### config.mk
export PLATFORM = sky130hd
export DESIGN_NAME = fetch_unit
export DESIGN_NICKNAME = d
export VERILOG_FILES = /design/src/rtl/fetch_unit.sv
export SDC_FILE = /design/constraint.sdc
export NUM_CORES = 1
export LEC_CHECK = 0
export BUFFER_PORTS_ARGS = -buffer_cell sky130_fd_sc_hd__buf_2
export CORE_ASPECT_RATIO = 0.6
export CORE_MARGIN = 2
export CORE_UTILIZATION = 35
export CTS_CLUSTER_DIAMETER = 40
export DETAILED_ROUTE_END_ITERATION = 10
export PLACE_DENSITY = 0.66
export SLEW_MARGIN = 20
export SYNTH_ARGS = -nofsm -noshare
export SYNTH_HDL_FRONTEND = slang
export SYNTH_SLANG_ARGS = --single-unit
### constraint.sdc
create_clock -name clk -period 6.21 [get_ports clk]
set_input_delay 0.9315 -clock clk [delete_from_list [all_inputs] [get_ports clk]]
set_output_delay 0.9315 -clock clk [all_outputs]
set_load 0.02 [all_outputs]
### src/rtl/fetch_unit.sv
`default_nettype none
// ============================================================================
// Module   : fetch_unit
// Brief    : RISC-V instruction fetch stage with in-order imem requests,
//            a small instruction queue and opcode predecode for decode.
// Revision : 1.0 - initial release
// ============================================================================
module fetch_unit #(
    parameter logic [31:0] RESET_PC        = 32'h0000_0000,
    parameter int          DEPTH           = 2,
    parameter int          MAX_OUTSTANDING = 2
) (
    input  logic        clk,
    input  logic        rst,
    output logic        imem_req_valid,
    input  logic        imem_req_ready,
    output logic [31:0] imem_req_addr,
    input  logic        imem_rsp_valid,
    input  logic [31:0] imem_rsp_data,
    input  logic        redirect_valid,
    input  logic [31:0] redirect_pc,
    output logic        dec_valid,
    input  logic        dec_ready,
    output logic [31:0] dec_instr,
    output logic [31:0] dec_pc,
    output logic [2:0]  dec_imm_src
);

    localparam int                 c_ptr_w = (DEPTH > 1) ? $clog2(DEPTH) : 1;
    localparam int                 c_cnt_w = $clog2(DEPTH + 1);
    localparam int                 c_out_w = $clog2(MAX_OUTSTANDING + 1);
    localparam logic [c_ptr_w-1:0] c_last  = c_ptr_w'(DEPTH - 1);

    logic [31:0]        r_fetch_pc;
    logic [31:0]        r_rsp_pc;
    logic [31:0]        r_q_instr [DEPTH];
    logic [31:0]        r_q_pc    [DEPTH];
    logic [2:0]         r_q_imm   [DEPTH];
    logic [c_ptr_w-1:0] r_head;
    logic [c_ptr_w-1:0] r_tail;
    logic [c_cnt_w-1:0] r_count;
    logic               r_not_empty;
    logic [c_out_w-1:0] r_inflight;
    logic [c_out_w-1:0] r_drop;

    logic               w_req_fire;
    logic               w_push;
    logic               w_pop;
    logic [2:0]         w_imm;
    logic [31:0]        w_occupancy;
    logic [31:0]        w_redirect_base;
    logic [c_cnt_w-1:0] w_count_nxt;

    function automatic logic [c_ptr_w-1:0] ptr_inc(input logic [c_ptr_w-1:0] p);
        return (p == c_last) ? '0 : p + c_ptr_w'(1);
    endfunction

    // Credit only live requests; stale ones never land in the queue.
    assign w_occupancy     = 32'(r_count) + 32'(r_inflight) - 32'(r_drop);
    assign imem_req_valid  = !rst && !redirect_valid
                             && (32'(r_inflight) < 32'(MAX_OUTSTANDING))
                             && (w_occupancy < 32'(DEPTH));
    assign imem_req_addr   = r_fetch_pc;
    assign w_req_fire      = imem_req_valid && imem_req_ready;
    assign w_push          = imem_rsp_valid && (r_drop == '0) && !redirect_valid;
    assign w_pop           = r_not_empty && dec_ready && !redirect_valid;
    assign w_redirect_base = redirect_pc & 32'hFFFF_FFFC;
    assign w_count_nxt     = r_count + c_cnt_w'(w_push) - c_cnt_w'(w_pop);

    always_comb begin
        w_imm = 3'b000;
        case (imem_rsp_data[6:0])
            7'b0100011:             w_imm = 3'b001;
            7'b1100011:             w_imm = 3'b010;
            7'b0110111, 7'b0010111: w_imm = 3'b011;
            7'b1101111:             w_imm = 3'b100;
            default:                w_imm = 3'b000;
        endcase
    end

    always_ff @(posedge clk) begin
        if (rst) begin
            r_fetch_pc  <= RESET_PC;
            r_rsp_pc    <= RESET_PC;
            r_head      <= '0;
            r_tail      <= '0;
            r_count     <= '0;
            r_not_empty <= 1'b0;
            r_inflight  <= '0;
            r_drop      <= '0;
        end else if (redirect_valid) begin
            r_fetch_pc  <= w_redirect_base;
            r_rsp_pc    <= w_redirect_base;
            r_head      <= '0;
            r_tail      <= '0;
            r_count     <= '0;
            r_not_empty <= 1'b0;
            // A response landing this cycle is already stale and retires now.
            r_inflight  <= r_inflight - c_out_w'(imem_rsp_valid);
            r_drop      <= r_inflight - c_out_w'(imem_rsp_valid);
        end else begin
            if (w_req_fire) begin
                r_fetch_pc <= r_fetch_pc + 32'd4;
            end
            r_inflight <= r_inflight + c_out_w'(w_req_fire) - c_out_w'(imem_rsp_valid);
            if (imem_rsp_valid && (r_drop != '0)) begin
                r_drop <= r_drop - c_out_w'(1);
            end
            if (w_push) begin
                r_tail   <= ptr_inc(r_tail);
                r_rsp_pc <= r_rsp_pc + 32'd4;
            end
            if (w_pop) begin
                r_head <= ptr_inc(r_head);
            end
            r_count     <= w_count_nxt;
            r_not_empty <= (w_count_nxt != '0);
        end
    end

    // Queue storage carries no reset; validity is tracked by r_count alone.
    always_ff @(posedge clk) begin
        if (w_push) begin
            r_q_instr[r_tail] <= imem_rsp_data;
            r_q_pc[r_tail]    <= r_rsp_pc;
            r_q_imm[r_tail]   <= w_imm;
        end
    end

    assign dec_valid   = r_not_empty;
    assign dec_instr   = r_not_empty ? r_q_instr[r_head] : 32'h0;
    assign dec_pc      = r_not_empty ? r_q_pc[r_head]    : 32'h0;
    assign dec_imm_src = r_not_empty ? r_q_imm[r_head]   : 3'b000;

endmodule
`default_nettype wire
After elaboration in Yosys (flattened, before gate mapping)
Memory sizes are Yosys's and may differ from the RTL's. A register that Yosys moved wholly into a read port is not among the register bits.
Index checks and enable logic that the tools add are counted.
{ "totals": {"regBits": 73, "latchBits": 0, "ram_bits": 134, "mem_bits_ro": 0, "inputBits": 70, "output_inout_bits": 101, "elab_cells": 72, "mem_count": 3} }
{ "classes": {"addsub": 12, "multipliers": 0, "div": 0, "order_cmp": 2, "n_eq_ne": 5, "shift": 0, "n_mux": 21, "bitwise": 0, "reduce_logical": 19} }
{ "mem_list": {"columns": ["memory", "words", "word_bits", "rd", "rd_clocked_by_memory_dff", "wr", "line", "text"], "rows": [
  ["r_q_instr", 2, 32, 1, 1, 1, "36", "logic [31:0] r_q_instr [DEPTH];"],
  ["r_q_pc", 2, 32, 1, 1, 1, "37", "logic [31:0] r_q_pc [DEPTH];"],
  ["r_q_imm", 2, 3, 1, 1, 1, "38", "logic [2:0] r_q_imm [DEPTH];"]
]} }
{ "op_table": {"columns": ["op", "n"], "rows": [
  ["2-to-1 mux 32 bit", 6],
  ["adder 32 x 3 -> 32 bit, second input constant", 2],
  ["less-than comparator 32 x 2 -> 1 bit, second input constant", 1],
  ["equality test 7 x 6 -> 1 bit, second input constant", 2],
  ["equality test 7 bit, second input constant", 2],
  ["case mux 3 bit (4 select lines)", 1],
  ["2-to-1 mux 1 bit", 10],
  ["nonzero test 2 bit", 5],
  ["logical AND 1 bit", 9],
  ["equality test 7 x 5 -> 1 bit, second input constant", 1],
  ["2-to-1 mux 2 bit", 3],
  ["subtractor 2 x 1 -> 2 bit", 3],
  ["adder 2 x 1 -> 2 bit", 2],
  ["OR reduction 2 bit", 2],
  ["subtractor 3 x 2 -> 4 bit", 1],
  ["adder 2 x 2 -> 3 bit", 1],
  ["2-to-1 mux 3 bit", 1],
  ["adder 1 bit, second input constant", 2],
  ["logical NOT 1 bit", 2],
  ["logical NOT 2 bit", 1],
  ["less-than comparator 2 bit, second input constant", 1],
  ["subtractor 2 x 1 -> 2 bit, second input constant", 1]
]} }

Logic depth before layout (Yosys ltp)
{ "logic_depth": {"depth_word": 8, "ltp_mapped": 15, "mapped_depth_nobuf": 15} }

Worst setup path before layout
No wires, ideal clock.
{ "synth_path": {"path_type": "input port to flip-flop", "from": "in redirect_valid", "to": "mem r_q_imm[0][0] (enable)", "setup_time_ns": 0.489, "t_arrival_ns": 4.249, "required_time_ns": 5.721, "path_slack_ns": 1.472, "cell_stages": 4, "path_buffers": 1, "cell_sequence": "clkinv_1 -> clkbuf_1 -> nand3_1 -> nor2_1"} }
{ "synth_via": {"elab_chain_cells": 4} }
{ "synth_lines": {"columns": ["item", "line", "text"], "rows": [
  ["from (decl)", "20", "input logic redirect_valid,"],
  ["logical NOT 1 bit", "65", "assign w_push = imem_rsp_valid && (r_drop == '0) && !redirect_valid;"],
  ["logical AND 1 bit", "65", null],
  ["2-to-1 mux 1 bit", "123", "if (w_push) begin"],
  ["2-to-1 mux 1 bit (not written as such)", "126", "r_q_imm[r_tail] <= w_imm;"],
  ["to (decl)", "38", null]
]} }
No other way between the ends.

Worst setup path after layout
{ "layout_path": {"from": "in rst", "to": "out imem_req_valid"} }
{ "layout_via": {"elab_chain_cells": 4} }
{ "layout_lines": {"columns": ["item", "line", "text"], "rows": [
  ["from (decl)", "14", "input logic rst,"],
  ["logical NOT 1 bit", "60", "assign imem_req_valid = !rst && !redirect_valid"],
  ["logical AND 1 bit", "60", null],
  ["logical AND 1 bit", "61", "&& (32'(r_inflight) < 32'(MAX_OUTSTANDING))"],
  ["logical AND 1 bit", "62", "&& (w_occupancy < 32'(DEPTH));"],
  ["to (decl)", "15", "output logic imem_req_valid,"]
]} }
No other way between the ends.

==> results.md <==
* Post-synth EDFFs at 130
* Max Cap Violations at 0
* Post-Syn Area per Cell at 12.0 um2
* Root Driver: clkbuf_16
* Setup crit end kind: output pin
* Total routed wirelength at 22200 um
* Clock sinks at 200
* # fillers at 2436
* Vias per cell at 5.02
* Most frequent cells in the layout: buf_2, edfxtp_1, mux2i_1
* Primary FF master, synth: edfxtp_1
* Chip width at 211 um
* Slowest Stage Delay on Critical Path at 0.74 ns
* Layout Cells excl Fill at 1247
* Tot GR Track Use at 16.9%
* Cts repair resizes at 0
* Buffers on Ports at 164
* PwrDens at 276 mW/mm2
* Crit path DAT at 3.30 ns
* DRC violation count after routing at 0
* Initial DRC Count at 436
* Dpl hpwl at 15300 um
* Asr flop ratio synth at 0%
* Post-CTS Hold Buffers at 0
* Routability congestion estimate at 0.843
* Synthesis-to-finish area growth at 19.6%
* FF+latch count, synth at 200
* CP max FO at 26
* Most used cell, CP: buf_2
* Antenna viol nets, final at 0
* Clock skew at 0.0137 ns
* CP Depth at 5
* Initial antenna violation count at 0
* Fin. max-slew vios at 0
* Total die area at 0.0272 mm2
* Worst Path Buf+Inv at 3
* Critical path class: input port to output pin
* Synth cell types at 58
* CTS clk-pin slew, worst paths at 0.08 ns
* Worst IR Drop VDD at 205 uV
* RSZ-0062 raised after global routing: no
* DIE HEIGHT at 128 um
* Max stage delay cell, worst path: inv_1
* Via count at 6263
* Htree depth at 4
* Most common cell after layout, fill and taps aside: buf_2
* Pre-Repair DR Iteration Count at 5
* Max Freq at 236 MHz
* Grt ovf at 0
* Tightest Hold Check Type: register to register
* Post-CTS Repair Setup Buffers at 0
* Yosys warns at 0
* Nets@finish at 987
* Crit-path cells: buf_2, inv_1, nand2_1, nor4_1, buf_2
* Placed insts at 1215
* IO Count at 171
* Longest Clk Path Bufs at 2
* Avg WL per Cell at 17.8 um
* Slew of the pin with the lowest slew margin at 0.930 ns
* Setup_tns at 0 ns
* Ant. Diodes at 0
* Hold Crit Depth at 0
* Worst-Skew Late Latency at 0.44 ns
* Wire length of the first global-routing pass at 34800 um
* Period utilization at 68.2%
* Site Rows at 45
* Fin crit period at 4.24 ns
* Mapped Area at 0.00904 mm2
* Post-synthesis sequential area ratio at 58.7%
* Worst Reg-to-Reg Cells at 14
* Hold Violations, Final at 0
* Crit path launch type: input port
* TritonCTS Buffers at 17
* Final setup vio count at 0
* Post-Synthesis Cells at 752
* Slew margin rel. at 38.0%
* Req. time, crit path at 5.28 ns
* Family with the most delay on the worst path: buffers and inverters
* CTS tree: built
* Layout cell share with drive strength beyond 1 at 23.4%
* Pin count of the biggest net entering global routing at 79
* Starting Density at 35.7%
* Outcome: finished, final reports clean
* Vias in the first global route at 5960
* Leakage at 0.00390 uW
* Core Region at 0.0253 mm2
==> cells in the mapped netlist (5+ instances only) <==
library cell / number / area share (%)
o21a_1: 19 / 1.6
o21ai_0: 8 / 0.44
nand2_1: 37 / 1.5
mux2i_1: 69 / 7.6
xnor2_1: 33 / 3.2
nand4_1: 19 / 1.3
and4_1: 9 / 0.87
clkbuf_1: 30 / 1.2
a21oi_1: 13 / 0.72
nand3_1: 25 / 1.4
nor2b_1: 67 / 4.6
xor2_1: 19 / 1.8
and3_1: 8 / 0.55
dfxtp_1: 70 / 16
nor2_1: 37 / 1.5
a211oi_1: 8 / 0.66
buf_1: 5 / 0.21
nor4_1: 24 / 1.7
nor3_1: 9 / 0.50
inv_1: 16 / 0.66
ha_1: 10 / 1.4
edfxtp_1: 130 / 43
a21boi_0: 30 / 2.5
==> power by group <==
part / switching, uW / internal (uW)
clock network: 521 / 621
logic: 189 / 119
registers: 56.7 / 1480
total: 767 / 2220
==> stage by stage <==
stage | power, uW | setup slack, ns | hold slack, ns | cell area, um2 | utilization, %
global route | 3120 | 1.80 | 0.508 | 10800 | 42.6
CTS | 3020 | 2.00 | 0.487 | 10800 | 42.6
finish | 2990 | 1.97 | 0.487 | 10800 | 42.6
detailed placement | 1870 | 1.83 | 0.469 | 10200 | 40.2
global placement | 1870 | 1.89 | 0.464 | 10200 | 40.2
floorplan | 1750 | 1.47 | 0.442 | 9050 | -
==> flip-flops by register name, summed over array words and instances (netlist names), named ones only <==
signal	flops
imem_req_addr	30
r_inflight	2
dec_valid	1
r_q_imm	6
r_q_instr	64
r_q_pc	60
r_rsp_pc	30
r_drop	2
r_count	2
r_tail	1
r_head	1
==> area by class of cell <==
type / count / area (um2) / share of cell area (%)
inverters: 17 / 63.8 / 0.591
repair buffers: 171 / 873 / 8.08
well taps: 329 / 412 / 3.81
multi-input cells: 498 / 3530 / 32.7
clock buffers: 22 / 528 / 4.89
clock inverters: 10 / 90.1 / 0.834
flip-flops and latches: 200 / 5310 / 49.1
==> routing by layer <==
| metal | wire [um] | global-route usage (%) | vias to the layer above |
|---|---|---|---|
| met5 | 0 | 0 | - |
| met3 | 1400 | 4.39 | 19 |
| met1 | 11000 | 25.4 | 3008 |
| met2 | 9520 | 24.4 | 170 |
| met4 | 193 | 3.56 | 0 |
| li1 | - | - | 3066 |
==> worst register-to-register path: cells and delay by family (launching register included) <==
| family | cells | cell delay, ns |
|---|---|---|
| adder cells (fa/ha/maj) | 4 | 1.55 |
| flip-flops | 1 | 0.47 |
| XOR/XNOR | 2 | 0.28 |
| buffers and inverters | 3 | 0.50 |
| AO/OA/AOI/OAI | 2 | 0.36 |
| AND/OR/NAND/NOR | 3 | 0.66 |
==> cell families (layout without fill, tap and decap cells) <==
family	count (synthesis)	in the layout	synth area share, %
buf+inv	57	220	2.55
flops	200	200	58.7
other cells	1	4	0.0415
fa+ha+maj	12	12	1.83
mux	70	70	7.77
compound gates	101	101	8.07
simple gates	259	259	16.0
xor+xnor	52	52	5.04
==> worst paths after layout <==
path            startpoint              to  slack [ns]
max                    rst  imem_req_valid        1.97
min           r_rsp_pc[31]   r_q_pc[1][31]        0.49
max reg2reg  r_inflight[1]   r_inflight[1]        2.27
min reg2reg   r_rsp_pc[31]   r_q_pc[1][31]        0.49
No activity file was read; power rests on OpenSTA's default activity.
